**src/rtl/division_restore_pkg.sv**
```systemverilog
// Shared constants for the signed multiply-add (divider result restorer).
package division_restore_pkg;

  localparam int W  = 16;
  localparam int RW = 32;

  // FSM state encoding
  localparam logic [1:0] ST_IDLE = 2'd0;
  localparam logic [1:0] ST_MUL  = 2'd1;
  localparam logic [1:0] ST_FIX  = 2'd2;
  localparam logic [1:0] ST_DONE = 2'd3;

  // Most negative W-bit signed value; shared with the divider bench.
  localparam logic signed [W-1:0] SMIN = 16'sh8000;

  // Magnitude of a W-bit two's complement value as unsigned W bits.
  // |SMIN| = 2^(W-1) still fits because the result is read as unsigned.
  function automatic logic [W-1:0] mag(input logic [W-1:0] x);
    return x[W-1] ? (~x + {{(W-1){1'b0}}, 1'b1}) : x;
  endfunction

endpackage

```
**src/rtl/division_restore_if.sv**
```systemverilog
// Operand/result handshake bundle for division_restore.
interface division_restore_if;
  import division_restore_pkg::*;

  logic          in_valid;
  logic          in_ready;
  logic [W-1:0]  din_q;
  logic [W-1:0]  din_b;
  logic [W-1:0]  din_r;
  logic          out_valid;
  logic          out_ready;
  logic [RW-1:0] dout;
  logic [W-1:0]  dout_w;
  logic          ovf;

  modport master (
    output in_valid, din_q, din_b, din_r, out_ready,
    input  in_ready, out_valid, dout, dout_w, ovf
  );

  modport slave (
    input  in_valid, din_q, din_b, din_r, out_ready,
    output in_ready, out_valid, dout, dout_w, ovf
  );

endinterface

```
**src/rtl/division_restore_umul_shift_add.sv**
```systemverilog
// Unsigned W x W radix-2 shift-add multiplier, one partial product per cycle.
module umul_shift_add
  import division_restore_pkg::*;
(
  input  logic          clk,
  input  logic          rst,
  input  logic          start,
  input  logic [W-1:0]  a,
  input  logic [W-1:0]  b,
  output logic          busy,
  output logic          last,
  output logic          done,
  output logic [RW-1:0] product
);

  localparam int CW = $clog2(W);

  logic [RW-1:0] acc;
  logic [RW-1:0] mcand;
  logic [W-1:0]  mplier;
  logic [CW-1:0] cnt;
  logic          busy_q;
  logic          done_q;

  // Load operands on start, then add/shift once per cycle for W cycles.
  always_ff @(posedge clk or negedge rst) begin
    if (!rst) begin
      acc    <= '0;
      mcand  <= '0;
      mplier <= '0;
      cnt    <= '0;
      busy_q <= 1'b0;
      done_q <= 1'b0;
    end else begin
      done_q <= 1'b0;
      if (start) begin
        acc    <= '0;
        mcand  <= {{(RW-W){1'b0}}, a};
        mplier <= b;
        cnt    <= '0;
        busy_q <= 1'b1;
      end else if (busy_q) begin
        if (mplier[0]) acc <= acc + mcand;
        mcand  <= mcand << 1;
        mplier <= mplier >> 1;
        cnt    <= cnt + 1'b1;
        if (cnt == CW'(W-1)) begin
          busy_q <= 1'b0;
          done_q <= 1'b1;
        end
      end
    end
  end

  assign busy    = busy_q;
  assign last    = busy_q && (cnt == CW'(W-1));
  assign done    = done_q;
  assign product = acc;

endmodule

```
**src/rtl/division_restore.sv**
```systemverilog
// Reconstructs a signed dividend as q*b + r using an iterative unsigned
// multiplier; signs and the remainder are folded in during one fix-up cycle.
module division_restore
  import division_restore_pkg::*;
(
  input logic clk,
  input logic rst,
  division_restore_if.slave bus
);

  logic [1:0]    state;
  logic          sign_q;
  logic [RW-1:0] r_ext;
  logic [RW-1:0] dout_q;
  logic [W-1:0]  dout_w_q;
  logic          ovf_q;

  logic          mul_start;
  logic          mul_busy;
  logic          mul_last;
  logic          mul_done;
  logic [RW-1:0] mul_prod;

  logic [RW-1:0] signed_prod;
  logic [RW-1:0] fix_res;
  logic          fix_ovf;

  assign mul_start = (state == ST_IDLE) && bus.in_valid;

  umul_shift_add u_mul (
    .clk     (clk),
    .rst     (rst),
    .start   (mul_start),
    .a       (mag(bus.din_q)),
    .b       (mag(bus.din_b)),
    .busy    (mul_busy),
    .last    (mul_last),
    .done    (mul_done),
    .product (mul_prod)
  );

  // Apply the product sign, add the remainder and flag results outside W-bit signed range.
  always_comb begin
    signed_prod = sign_q ? (~mul_prod + {{(RW-1){1'b0}}, 1'b1}) : mul_prod;
    fix_res     = signed_prod + r_ext;
    fix_ovf     = !((&fix_res[RW-1:W-1]) || !(|fix_res[RW-1:W-1]));
  end

  // Sequencing: accept, multiply, fix up, hold result until consumed.
  always_ff @(posedge clk or negedge rst) begin
    if (!rst) begin
      state    <= ST_IDLE;
      sign_q   <= 1'b0;
      r_ext    <= '0;
      dout_q   <= '0;
      dout_w_q <= '0;
      ovf_q    <= 1'b0;
    end else begin
      case (state)
        ST_IDLE: begin
          if (bus.in_valid) begin
            sign_q <= bus.din_q[W-1] ^ bus.din_b[W-1];
            r_ext  <= {{(RW-W){bus.din_r[W-1]}}, bus.din_r};
            state  <= ST_MUL;
          end
        end
        ST_MUL: begin
          if (mul_busy && mul_last) state <= ST_FIX;
        end
        ST_FIX: begin
          if (mul_done) begin
            dout_q   <= fix_res;
            dout_w_q <= fix_res[W-1:0];
            ovf_q    <= fix_ovf;
            state    <= ST_DONE;
          end
        end
        ST_DONE: begin
          if (bus.out_ready) state <= ST_IDLE;
        end
        default: state <= ST_IDLE;
      endcase
    end
  end

  assign bus.in_ready  = (state == ST_IDLE);
  assign bus.out_valid = (state == ST_DONE);
  assign bus.dout      = dout_q;
  assign bus.dout_w    = dout_w_q;
  assign bus.ovf       = ovf_q;

endmodule

```
**src/flat_wrapper.sv**
```systemverilog
// flat-port wrapper written by rule: the top's interface ports become plain ports
module division_restore_flat import division_restore_pkg::*;
  (clk, rst, bus_in_valid, bus_din_q, bus_din_b, bus_din_r, bus_out_ready, bus_in_ready, bus_out_valid, bus_dout, bus_dout_w, bus_ovf);
  division_restore_if bus_i ();
  input logic clk;
  input logic rst;
  input wire logic [$bits(bus_i.in_valid)-1:0] bus_in_valid;
  input wire logic [$bits(bus_i.din_q)-1:0] bus_din_q;
  input wire logic [$bits(bus_i.din_b)-1:0] bus_din_b;
  input wire logic [$bits(bus_i.din_r)-1:0] bus_din_r;
  input wire logic [$bits(bus_i.out_ready)-1:0] bus_out_ready;
  output wire logic [$bits(bus_i.in_ready)-1:0] bus_in_ready;
  output wire logic [$bits(bus_i.out_valid)-1:0] bus_out_valid;
  output wire logic [$bits(bus_i.dout)-1:0] bus_dout;
  output wire logic [$bits(bus_i.dout_w)-1:0] bus_dout_w;
  output wire logic [$bits(bus_i.ovf)-1:0] bus_ovf;
  assign bus_i.in_valid = bus_in_valid;
  assign bus_i.din_q = bus_din_q;
  assign bus_i.din_b = bus_din_b;
  assign bus_i.din_r = bus_din_r;
  assign bus_i.out_ready = bus_out_ready;
  assign bus_in_ready = bus_i.in_ready;
  assign bus_out_valid = bus_i.out_valid;
  assign bus_dout = bus_i.dout;
  assign bus_dout_w = bus_i.dout_w;
  assign bus_ovf = bus_i.ovf;
  division_restore u_core (.clk(clk), .rst(rst), .bus(bus_i));
endmodule
```
**config.mk**
```make
export PLATFORM = sky130hd
export DESIGN_NAME = division_restore_flat
export DESIGN_NICKNAME = d
export VERILOG_FILES = /design/src/rtl/division_restore_pkg.sv /design/src/rtl/division_restore_if.sv /design/src/rtl/division_restore_umul_shift_add.sv /design/src/rtl/division_restore.sv /design/src/flat_wrapper.sv
export SDC_FILE = /design/constraint.sdc
export NUM_CORES = 1
export LEC_CHECK = 0
export ABC_AREA = 1
export BUFFER_PORTS_ARGS = -buffer_cell sky130_fd_sc_hd__clkbuf_2
export CAP_MARGIN = 20
export CELL_PAD_IN_SITES_DETAIL_PLACEMENT = 1
export CELL_PAD_IN_SITES_GLOBAL_PLACEMENT = 2
export CORE_MARGIN = 4
export CORE_UTILIZATION = 31
export DETAILED_ROUTE_END_ITERATION = 7
export PLACE_DENSITY = 0.86
export SYNTH_ARGS = -nofsm -noshare
export SYNTH_HDL_FRONTEND = slang
export SYNTH_SLANG_ARGS = --single-unit
```
**constraint.sdc**
```tcl
create_clock -name clk -period 3.05 [get_ports clk]
set_input_delay 0.61 -clock clk [delete_from_list [all_inputs] [get_ports clk]]
set_output_delay 0.61 -clock clk [all_outputs]
set_load 0.05 [all_outputs]
```
## After elaboration in Yosys (flattened, before gate mapping)

Cells that the tools add are included.

- Add/sub/neg operators: 6
- Equal/unequal tests: 8
- Mux-type cells: 23
- Bitwise logic cells: 4
- Reduce and logical (&&, ||, !) cells: 15

Operator list:

| cell | number |
|---|---|
| $mux W32 | 6 |
| $add A32 B32 Y32 | 2 |
| $mux W16 | 4 |
| $add A16 B1 Y16 const B | 2 |
| $add A32 B1 Y32 const B | 1 |
| $not A16 Y16 | 2 |
| $not A32 Y32 | 1 |
| $reduce_and A17 Y1 | 1 |
| $reduce_or A17 Y1 | 1 |
| $mux W2 | 4 |
| $mux W4 | 2 |
| $pmux W2 S4 | 1 |
| $mux W1 | 6 |
| $ne A2 B2 Y1 const B | 3 |
| $reduce_and A2 Y1 | 3 |
| $add A4 B1 Y4 const B | 1 |
| $eq A2 B2 Y1 const B | 2 |
| $eq A4 B4 Y1 const B | 1 |
| $reduce_and A4 Y1 | 1 |
| $reduce_bool A2 Y1 | 2 |
| $logic_and A1 B1 Y1 | 3 |
| $eq A2 B1 Y1 const B | 1 |
| $logic_not A1 Y1 | 2 |
| $logic_not A2 Y1 | 1 |
| other kinds (3) | 3 |

- Bits in registers: 154
- Input bits: 52
- Output and inout port bits: 51
- Word-level logic and storage cells: 68

## Logic depth before layout (Yosys ltp)

Gate-level depths: netlist (run 1).

- Depth after elaboration: 8
- Mapped depth: 31
- Mapped depth without buffers: 31

## Hierarchy

Synthesis (run 1) repeated with hierarchy kept, for this count alone.

- Cell total of the unflattened synthesis: 1914
- Area total of the unflattened synthesis: 12161.7 sq um

By module, submodules not included:

| module | times used | cells each | area each (sq um) | seq. area each (sq um) |
|---|---|---|---|---|
| division_restore | 1 | 1052 | 6283.5 | 1301.2 |
| umul_shift_add | 1 | 862 | 5878.1 | 2152.1 |

## Worst setup path after synthesis (run 1)

Ideal clock, no wire load.

- Kind: reg2reg
- From: register u_core.u_mul.acc[1], in the netlist u_core.u_mul.product[1]
- To: register u_core.ovf_q, in the netlist u_core.bus.ovf
- Setup time: 122 ps
- Arrival time: 3167 ps
- Data required time: 2928 ps
- Setup slack: -239 ps
- Cell stages (with the launch flop): 30
- Buffers on the path: 0
- Period minus slack after synthesis: 3289 ps
- Path through: dfrtp_1 inv_1 ha_1 inv_1 nor3_2 nand2_1 nor2_4 nand3_2 nor2_2 nand2_1 nand2_2 o21ai_2 a21oi_2 o21ai_1 xor2_1 ha_1 inv_1 o21ai_0 a21oi_1 nand2_1 a21oi_1 nand2_1 nand2_1 nand2_1 nor2_1 nand2_1 nor2_1 nand2_1 nand2_1 nand3_2

- Longest elaborated chain between the ends: 8
- Elaborated cells on any way between the ends: 9
- Those cells by class: add/sub (2); mux (1); bitwise (1); reduce/logical (5)

RTL lines:

| element | line | text |
|---|---|---|
| start: declaration | division_restore_umul_shift_add.sv:18 | `logic [RW-1:0] acc;` |
| start signal: assignment | division_restore_umul_shift_add.sv:43 | `if (mplier[0]) acc <= acc + mcand;` |
| $not A32 Y32 | division_restore.sv:44 | `signed_prod = sign_q ? (~mul_prod + {{(RW-1){1'b0}}, 1'b1}) : mul_prod;` |
| $add A32 B1 Y32 | division_restore.sv:44 |  |
| $mux W32 * | division_restore.sv:44 |  |
| $add A32 B32 Y32 * | division_restore.sv:45 | `fix_res = signed_prod + r_ext;` |
| $reduce_or A17 Y1 | division_restore.sv:46 | `fix_ovf = !((&fix_res[RW-1:W-1]) \|\| !(\|fix_res[RW-1:W-1]));` |
| $logic_not A1 Y1 | division_restore.sv:46 |  |
| $logic_or A1 B1 Y1 * | division_restore.sv:46 |  |
| $logic_not A1 Y1 * | division_restore.sv:46 |  |
| end signal: assignment | division_restore.sv:74 | `ovf_q <= fix_ovf;` |
| end: declaration | division_restore.sv:16 | `logic ovf_q;` |

Mark *: on every way between the ends. The rest lies on a longest branch, timed or not.
A chain may end at the register's enable or synchronous reset.

## Worst setup path in the final report (run 1)

- From: register u_core.u_mul.acc[0], in the netlist u_core.u_mul.product[0]
- To: register u_core.ovf_q, in the netlist u_core.bus.ovf

The elaborated chain is that of the path after synthesis.

==> results of run 1 <==
## per-stage QoR
stage | cell area [um^2] | setup slack [ps]
3_5_place_dp | 13600 | -630
4_1_cts | 14800 | -475
5_1_grt | 15300 | -930
3_3_place_gp | 13600 | -563
2_1_floorplan | 11400 | -170
6_report | 15300 | -604
## per-layer routing
layer	global-route usage [%]	routed length [um]
met1	25.9	18500
met2	34.7	19600
met5	0	0
met3	2.26	1010
met4	6.29	1210
## cells by family after synthesis
| logic type | share of synthesized area (%) |
|---|---|
| adders and majority gates | 8.81 |
| xor gates and xnor gates | 5.15 |
| buffers and inverters | 9.92 |
| and+or+nand+nor | 30.9 |
| DFF | 30.3 |
| AOI/OAI and AO/OA | 14.9 |
## layout make-up
| type | count | area share, % |
|---|---|---|
| Sequential cell | 138 | 22.6 |
| Timing Repair Buffer | 305 | 14.1 |
| Inverter | 230 | 5.67 |
| Tap cell | 461 | 3.78 |
| Multi-Input combinational cell | 1284 | 49.5 |
| Clock buffer | 17 | 2.79 |
| Clock inverter | 15 | 1.48 |
## timing repair
action / 4_1_cts / 5_1_grt
resized for setup: 132 / 111
hold buffers: 0 / 0
pin swaps: 53 / 49
endpoints found under the hold margin: 0 / 0
endpoints found under the setup margin: 19 / 24
setup buffers: 18 / 14
## path summary, 6_finish.rpt
| path | from | endpoint | cells after the start |
|---|---|---|---|
| max | u_core.u_mul.product[0]$_DFFE_PN0P_ | u_core.bus.ovf$_DFFE_PN0P_ | 27 |
| max reg2reg | u_core.u_mul.product[0]$_DFFE_PN0P_ | u_core.bus.ovf$_DFFE_PN0P_ | 27 |
| min in group clk | bus_din_r[2] | u_core.r_ext[2]$_DFFE_PN0P_ | 3 |
| max in group asynchronous | rst | u_core.u_mul.mcand[19]$_DFFE_PN0P_ | 2 |
| min reg2reg | u_core.u_mul.mplier[7]$_DFFE_PN0P_ | u_core.u_mul.mplier[7]$_DFFE_PN0P_ | 2 |
| min | rst | u_core.bus.dout_w[0]$_DFFE_PN0P_ | 1 |
## placed cells by master (no fill, tap or decap), drive strengths merged, types with 7 or more instances in the layout
cell type	instances
a21o	9
a21oi	86
buf	204
clkbuf	118
dfrtp	138
ha	77
inv	237
nand2	536
nand3	64
nand3b	11
nand4	17
nor2	183
nor3	18
o211ai	7
o21ai	147
o221ai	7
o22ai	10
o31ai	8
xnor2	18
xor2	49
## registers in the layout (all words and copies together) (netlist names)
name and count:
u_core.bus.dout 17, u_core.bus.dout_w 15, u_core.bus.ovf 1, u_core.r_ext 16, u_core.sign_q 1, u_core.state 2, u_core.u_mul.busy 1, u_core.u_mul.cnt 4
u_core.u_mul.done 1, u_core.u_mul.mcand 32, u_core.u_mul.mplier 16, u_core.u_mul.product 32
## worst max-delay path, cell delays in order (launching register included)
cell and delay, ps:
dfrtp_1 390, inv_2 90, ha_4 140, inv_4 40
nor3_4 170, nand2_2 100, nor2_4 140, nand3_2 110
nor2_4 110, buf_4 120, a21oi_1 80, xor2_1 270
ha_1 340, nand2_4 140, inv_1 50, nand2_1 70
nand2_1 80, a21oi_2 130, buf_4 130, nand3_1 90
nand2_1 90, nand2_2 70, nor2_1 170, nand2_1 90
nor2_1 130, nand3_1 80, nand2_1 80, nand3_2 60
==> results.txt, run 1 <==
Starting Density: 31.7%
post-synthesis cell count: 1706
Setup-failing EPs final: 20
Post-Syn Area per Cell: 6.68 um^2
Setup CP Type: reg2reg
share of cells above drive strength 1: 28.1%
CP startpoint kind: register
wire per inst: 16.5 um
GPL Wtd Cong: 0.885
Max transition margin: 52.2%
Tcrit/Tclk final: 120%
Max Cap Violations: 0
Hold Crit Class: in2async
ys flop type: dfrtp_1
Seq cells post-synth: 138
Post-synth top cells: nand2_1, inv_1, nor2_1
total gr overflow: 0
Synth Cell Area: 11400 um^2
fin cells: 2450
CTS tree: done
Synth cell types: 52
CTS buffer count: 17
Fillers: 4544
Max Freq: 0.274 GHz
failing checks: negative setup slack
final worst-path setup slack: -604 ps
initial antenna violation count: 0
Crit Path Max Fanout: 3
placed insts: 2387
GRT Total Usage: 19.9%
die area: 39900 um^2
chip width: 200 um
RSZ-0062 raised after global routing: true
Tightest Pin Transition: 716 ps
Clock Skews: 21.6 ps
crit path DAT: 4010 ps
area grow syn2layout: 34.0%
nets: 2107
worst hold-check slack: 171 ps
Post-Route Utilization: 42.5%
count leader, synth: nand2_1
Via Count: 12000
vias per cell: 4.91
ys async rst share: 100%
top cells by area, synth: dfrtp_1, nand2_1, ha_1
H-Tree Depth: 4
first-pass GRT wire length: 64000 um
final-report max-slew violation count: 0
R2R Setup Slk: -600 ps
Clock Tree Buf Depth: 2
Hold Vio Cnt, Final: 0
Rows: 69
TritonRoute pass-1 iters: 7
Multi-input gate area: 7560 um^2
top-level I/O count: 103
EDFF count, synth: 0
DRT iter0 DRCs: 410
warnings from Yosys: 0
Skew-Pair Late Insertion Delay: 460 ps
CP endpoint kind: register
register area: 3450 um^2
Worst Path Required: 3400 ps
core area: 35900 um^2
Synth Net Count: 1837
die height: 200 um
# diodes: 0
Seq/Total Area, Yosys: 30.3%
Remaining DRCs: 0
CTS Sinks: 138
min Tclk post-route: 3650 ps
Synth area leader: dfrtp_1
total wire length: 40300 um
largest net degree at the start of global routing: 69
Post-DP HPWL: 30600 um
PortBufs: 102
vias in the first global route: 12600
clk root buf: clkbuf_16
Antenna Nets Post-Route: 0
Yosys top cell area share: 30.3%
status: complete, but fails checks
setup TNS: -4730 ps
Worst-path clk slew: 80 ps
Power of run 1 is left out: the tool's default activity adds up to more than one toggle a clock period on the data nets, which glitch-free logic cannot reach.
==> inputs of run 2 (changes only) <==
--- a/config.mk
+++ b/config.mk
@@ -11,9 +11,10 @@
 export CELL_PAD_IN_SITES_DETAIL_PLACEMENT = 1
 export CELL_PAD_IN_SITES_GLOBAL_PLACEMENT = 2
 export CORE_MARGIN = 4
-export CORE_UTILIZATION = 31
+export CORE_UTILIZATION = 34
 export DETAILED_ROUTE_END_ITERATION = 7
-export PLACE_DENSITY = 0.86
+export PLACE_DENSITY = 0.89
 export SYNTH_ARGS = -nofsm -noshare
 export SYNTH_HDL_FRONTEND = slang
 export SYNTH_SLANG_ARGS = --single-unit
+export TNS_END_PERCENT = 20
==> constraint.sdc (replaced) <==
create_clock -name clk -period 4 [get_ports clk]
set_input_delay 0.8 -clock clk [delete_from_list [all_inputs] [get_ports clk]]
set_output_delay 0.8 -clock clk [all_outputs]
set_load 0.05 [all_outputs]
==> results.txt, run 2 (synthesis results as in run 1) <==
status: completed
Clock Tree Buf Depth: 2 (unchanged)
DRT iter0 DRCs: 419 (+2.2%)
Post-CTS Hold Fix Bufs: 0 (unchanged)
Clock Skews: 15.7 ps (-5.88 ps)
cell area after layout: 13200 um^2 (-13%)
CP startpoint kind: register
Hold Vio Cnt, Final: 0 (unchanged)
core area: 32800 um^2 (-8.7%)
CP endpoint kind: register
nets: 1937 (-8.1%)
Tightest Pin Transition: 1040 ps (+326 ps)
Worst Path Required: 4330 ps (+930 ps)
most frequent cells in the layout: nand2_1, inv_1, nor2_1
placed inst area: 12300 um^2 (-9.3%)
PortBufs: 102 (unchanged)
vias per cell: 4.99 (+1.5%)
total gr overflow: 0 (unchanged)
GPL Wtd Cong: 0.887 (+0.25%)
crit path DAT: 4050 ps (+40 ps)
chip width: 191 um (-4.3%)
first-pass GRT wire length: 60300 um (-5.8%)
die area: 36500 um^2 (-8.5%)
CTS Sinks: 138 (unchanged)
total wire length: 36400 um (-9.6%)
vias in the first global route: 11800 (-6.3%)
CTS buffer count: 17 (unchanged)
Post-DP HPWL: 29000 um (-5.5%)
GRT Total Usage: 20.3% (+0.46 points)
Reg2Reg Depth: 23 (-15%)
Setup-failing EPs final: 0 (-100%)
wire per inst: 16.1 um (-2.0%)
R2R Setup Slk: 280 ps (+890 ps)
area grow syn2layout: 16.1%
Max transition margin: 30.5% (-22 points)
Antenna Nets Post-Route: 0 (unchanged)
top-level I/O count: 103 (unchanged)
Via Count: 11300 (-6.3%)
share of cells above drive strength 1: 14.5% (-14 points)
Skew-Pair Late Insertion Delay: 440 ps (-20 ps)
Max Freq: 0.269 GHz (-1.7%)
clk root buf: clkbuf_16
die height: 191 um (-4.3%)
H-Tree Depth: 4 (unchanged)
CTS tree: done
largest net degree at the start of global routing: 74 (+7.2%)
Rows: 66 (-4.3%)
Max Cap Violations: 0 (unchanged)
Starting Density: 34.8% (+3.0 points)
setup TNS: 0 ps (+4730 ps)
Hold Crit Class: in2async
Remaining DRCs: 0 (unchanged)
final-report max-slew violation count: 0 (unchanged)
final worst-path setup slack: 282 ps (+886 ps)
Worst R2R Start: u_core.u_mul.product[0]$_DFFE_PN0P_
min Tclk post-route: 3720 ps (+64.2 ps)
Tcrit/Tclk final: 93.0% (-27 points)
Crit Path Max Fanout: 4 (+1)
initial antenna violation count: 0 (unchanged)
FF-to-FF End: u_core.bus.ovf$_DFFE_PN0P_
# diodes: 0 (unchanged)
TritonRoute pass-1 iters: 5 (-2)
Worst-path clk slew: 70 ps (about the same)
Setup CP Type: reg2reg
commonest non-fill, non-tap cell in the layout: nand2_1
Place WS: 112 ps (+742 ps)
-- run 2: cell types whose count changed in the layout (fill, tap and decap cells not counted), sizes merged --
cell      previous run  this run
inv                237       232
clkinv               5         8
clkbuf             118       120
clkinvlp             0         1
buf                204        34
bufinv               3         2
-- run 2: layout make-up --
class	instances	area, um^2
inverter	230	863
fill	4283	19600
timing repair buffer	135	777
clock buffer	19	443
clock inverter	13	143
tap	442	553
sequential	138	3450
multi-input combinational	1284	7000
-- run 2: how the worst max path moves through the flow --
stage / start / endpoint / slack (ps) / depth (start not counted)
2_1_floorplan: u_core.u_mul.product[1]$_DFFE_PN0P_ / u_core.bus.ovf$_DFFE_PN0P_ / 710 / 29
3_3_place_gp: u_core.u_mul.product[1]$_DFFE_PN0P_ / u_core.bus.ovf$_DFFE_PN0P_ / 190 / 28
4_1_cts: u_core.u_mul.product[1]$_DFFE_PN0P_ / u_core.bus.ovf$_DFFE_PN0P_ / 100 / 28
3_5_place_dp: u_core.u_mul.product[1]$_DFFE_PN0P_ / u_core.bus.ovf$_DFFE_PN0P_ / 110 / 28
6_report: u_core.u_mul.product[0]$_DFFE_PN0P_ / u_core.bus.ovf$_DFFE_PN0P_ / 280 / 23
5_1_grt: u_core.u_mul.product[0]$_DFFE_PN0P_ / u_core.bus.ovf$_DFFE_PN0P_ / -70 / 22
-- run 2: routing by layer --
metal / GRT usage (%) / up-vias / wire length, um
li1: - / 5676 / -
met1: 27.1 / 5420 / 17300
met2: 35.1 / 154 / 17400
met3: 2.37 / 31 / 1060
met4: 5.41 / 0 / 707
met5: 0 / - / 0
-- run 2: per-stage QoR --
| stage | hold slack [ps] | util [%] | instances |
|---|---|---|---|
| floorplan | 449 | - | 1706 |
| global placement | 464 | 37.6 | 2212 |
| detailed placement | 471 | 37.6 | 2212 |
| CTS | 421 | 39.4 | 2244 |
| global route | 444 | 40.4 | 2261 |
| finish | 384 | 40.4 | 2261 |
-- run 2: what timing repair did --
action | in CTS | in global routing
gates resized for setup | 0 | 56
buffers inserted | 0 | 17
endpoints found under the setup margin | 0 | 5
-- run 2: worst max-delay path: stages (launching register included) --
cell      delay (ps)
dfrtp_1          420
inv_2            100
buf_4            110
nand3_2          110
nor2_4           160
nand4_1          160
o31ai_1          310
xor2_1           170
ha_1             400
nand2_1          110
inv_1             80
nand2_1          180
nor3_2           310
nand2_1          120
nand2_1           80
nand2_1           50
nand2_1           70
inv_1             50
nor2_1           200
nand3b_1         120
nor2_2           100
nand2_1           70
nand2_1           70
nand3_2           50
Power of run 2 is left out for the same reason.
==> inputs of run 3 (changes only) <==
--- a/config.mk
+++ b/config.mk
@@ -11,9 +11,11 @@
 export CELL_PAD_IN_SITES_DETAIL_PLACEMENT = 1
 export CELL_PAD_IN_SITES_GLOBAL_PLACEMENT = 2
 export CORE_MARGIN = 4
-export CORE_UTILIZATION = 34
+export CORE_UTILIZATION = 35
+export CTS_BUF_LIST = sky130_fd_sc_hd__clkbuf_2
 export DETAILED_ROUTE_END_ITERATION = 7
-export PLACE_DENSITY = 0.89
+export PLACE_DENSITY = 0.92
+export SLEW_MARGIN = 20
 export SYNTH_ARGS = -nofsm -noshare
 export SYNTH_HDL_FRONTEND = slang
 export SYNTH_SLANG_ARGS = --single-unit
==> results.txt, run 3 (synthesis results as in run 1) <==
status: completed
die area: 35500 um^2 (-2.7%)
Max stage delay on crit path: 480 ps (+60 ps)
Clock Skews: 54.4 ps (+38.7 ps)
Via Count: 11200 (-0.35%)
DRT iter0 DRCs: 469 (+12%)
commonest non-fill, non-tap cell in the layout: nand2_1
largest net degree at the start of global routing: 69 (-6.8%)
setup TNS: 0 ps (unchanged)
GRT Total Usage: 20.1% (-0.27 points)
CTS Sinks: 138 (unchanged)
Rows: 65 (-1.5%)
area grow syn2layout: 13.5%
Starting Density: 35.8% (+1.1 points)
total gr overflow: 0 (unchanged)
final worst-path setup slack: 207 ps (-75.1 ps)
CTS tree: done
Remaining DRCs: 0 (unchanged)
min Tclk post-route: 3790 ps (+75.1 ps)
Setup-failing EPs final: 0 (unchanged)
Buf/Inv on CP: 3 (-1)
first-pass GRT wire length: 58600 um (-2.7%)
die height: 188 um (-1.4%)
final-report max-slew violation count: 0 (unchanged)
most frequent cells in the layout: nand2_1, inv_1, nor2_1
Max transition margin: 31.7% (+1.2 points)
Post-DP HPWL: 28500 um (-1.6%)
Tightest Pin Transition: 1020 ps (-20.8 ps)
crit path DAT: 4510 ps (+460 ps)
PortBufs: 102 (unchanged)
CP startpoint kind: register
Max Cap Violations: 0 (unchanged)
Place WS: 87.5 ps (-24.5 ps)
chip width: 188 um (-1.4%)
wire per inst: 15.9 um (-1.6%)
share of cells above drive strength 1: 14.9% (+0.40 points)
Hold Vio Cnt, Final: 0 (unchanged)
Fillers: 4192 (-2.1%)
Clock Tree Buf Depth: 2 (unchanged)
Crit Path Max Fanout: 4 (unchanged)
nets: 1935 (-0.10%)
Tcrit/Tclk final: 94.8% (+1.9 points)
Max Freq: 0.264 GHz (-2.0%)
clk root buf: clkbuf_2
Worst Path Required: 4720 ps (+390 ps)
top-level I/O count: 103 (unchanged)
H-Tree Depth: 4 (unchanged)
worst hold-check slack: 181 ps (-203 ps)
CP endpoint kind: register
vias in the first global route: 11500 (-2.2%)
vias per cell: 4.99 (about the same)
GPL Wtd Cong: 0.883 (-0.42%)
Skew-Pair Late Insertion Delay: 800 ps (+360 ps)
TritonRoute pass-1 iters: 5 (unchanged)
Worst-path clk slew: 260 ps (+190 ps)
total wire length: 35700 um (-2.0%)
initial antenna violation count: 1 (+1)
CP top delay family: simple AND/OR/NAND/NOR gates
core area: 31800 um^2 (-3.0%)
Setup CP Type: reg2reg
Antenna Nets Post-Route: 0 (unchanged)
slowest CP cell: dfrtp_1
CTS buffer count: 17 (unchanged)
Hold Crit Class: in2reg
## run 3: cell count changes in the layout (fill, tap and decap cells not counted), sizes merged
cell         previous run  this run
buf                    34        31
clkinv                  8         6
clkinvlp                1         3
diode                   0         1
dlygate4sd3             0         1
## run 3: through the flow
stage / cell area [um^2] / utilization, % / instances
floorplan: 11400 / - / 1706
global placement: 12300 / 38.7 / 2204
detailed placement: 12300 / 38.7 / 2204
CTS: 12600 / 39.5 / 2237
global route: 12900 / 40.7 / 2253
finish: 12900 / 40.7 / 2253
## run 3: timing repair
action	in CTS	in global routing
setup buffers	0	14
hold endpoints to repair	58	0
resized for setup	0	67
hold buffers	1	0
endpoints found under the setup margin	0	5
## run 3: layout make-up
type / count / area [um^2] / area share (%)
diodes: 1 / 2.50 / 0.0193
inverters: 230 / 863 / 6.68
flip-flops and latches: 138 / 3460 / 26.7
clock buffers: 19 / 95.1 / 0.735
multi-input cells: 1284 / 7060 / 54.6
repair buffers: 133 / 772 / 5.97
well taps: 435 / 544 / 4.21
clock inverters: 13 / 144 / 1.11
## run 3: routing by layer
layer  vias to the layer above  track usage [%]  part of all wire (%)
met2                       156             34.2                    47
li1                       5671                -                     -
met3                        43             2.91                   2.9
met4                         0             5.33                   2.4
met5                         -                0                     0
met1                      5371             26.8                    48
## run 3: tightest hold or removal path, cell delays in order
cell      delay (ps)
clkbuf_2          80
nand2_1           60
nand2_1           40
## run 3: worst paths after layout
kind | from | to | slack [ps] | cells after the start
setup / recovery | u_core.u_mul.product[0]$_DFFE_PN0P_ | u_core.bus.ovf$_DFFE_PN0P_ | 210 | 26
hold / removal | bus_din_r[6] | u_core.r_ext[6]$_DFFE_PN0P_ | 180 | 3
setup reg to reg | u_core.u_mul.product[0]$_DFFE_PN0P_ | u_core.bus.ovf$_DFFE_PN0P_ | 210 | 26
hold reg to reg | u_core.bus.dout[20]$_DFFE_PN0P_ | u_core.bus.dout[20]$_DFFE_PN0P_ | 520 | 2
max in group asynchronous | rst | u_core.u_mul.product[11]$_DFFE_PN0P_ | 2680 | 3
min in group asynchronous | rst | u_core.r_ext[6]$_DFFE_PN0P_ | 510 | 2
Power of run 3 is left out for the same reason.
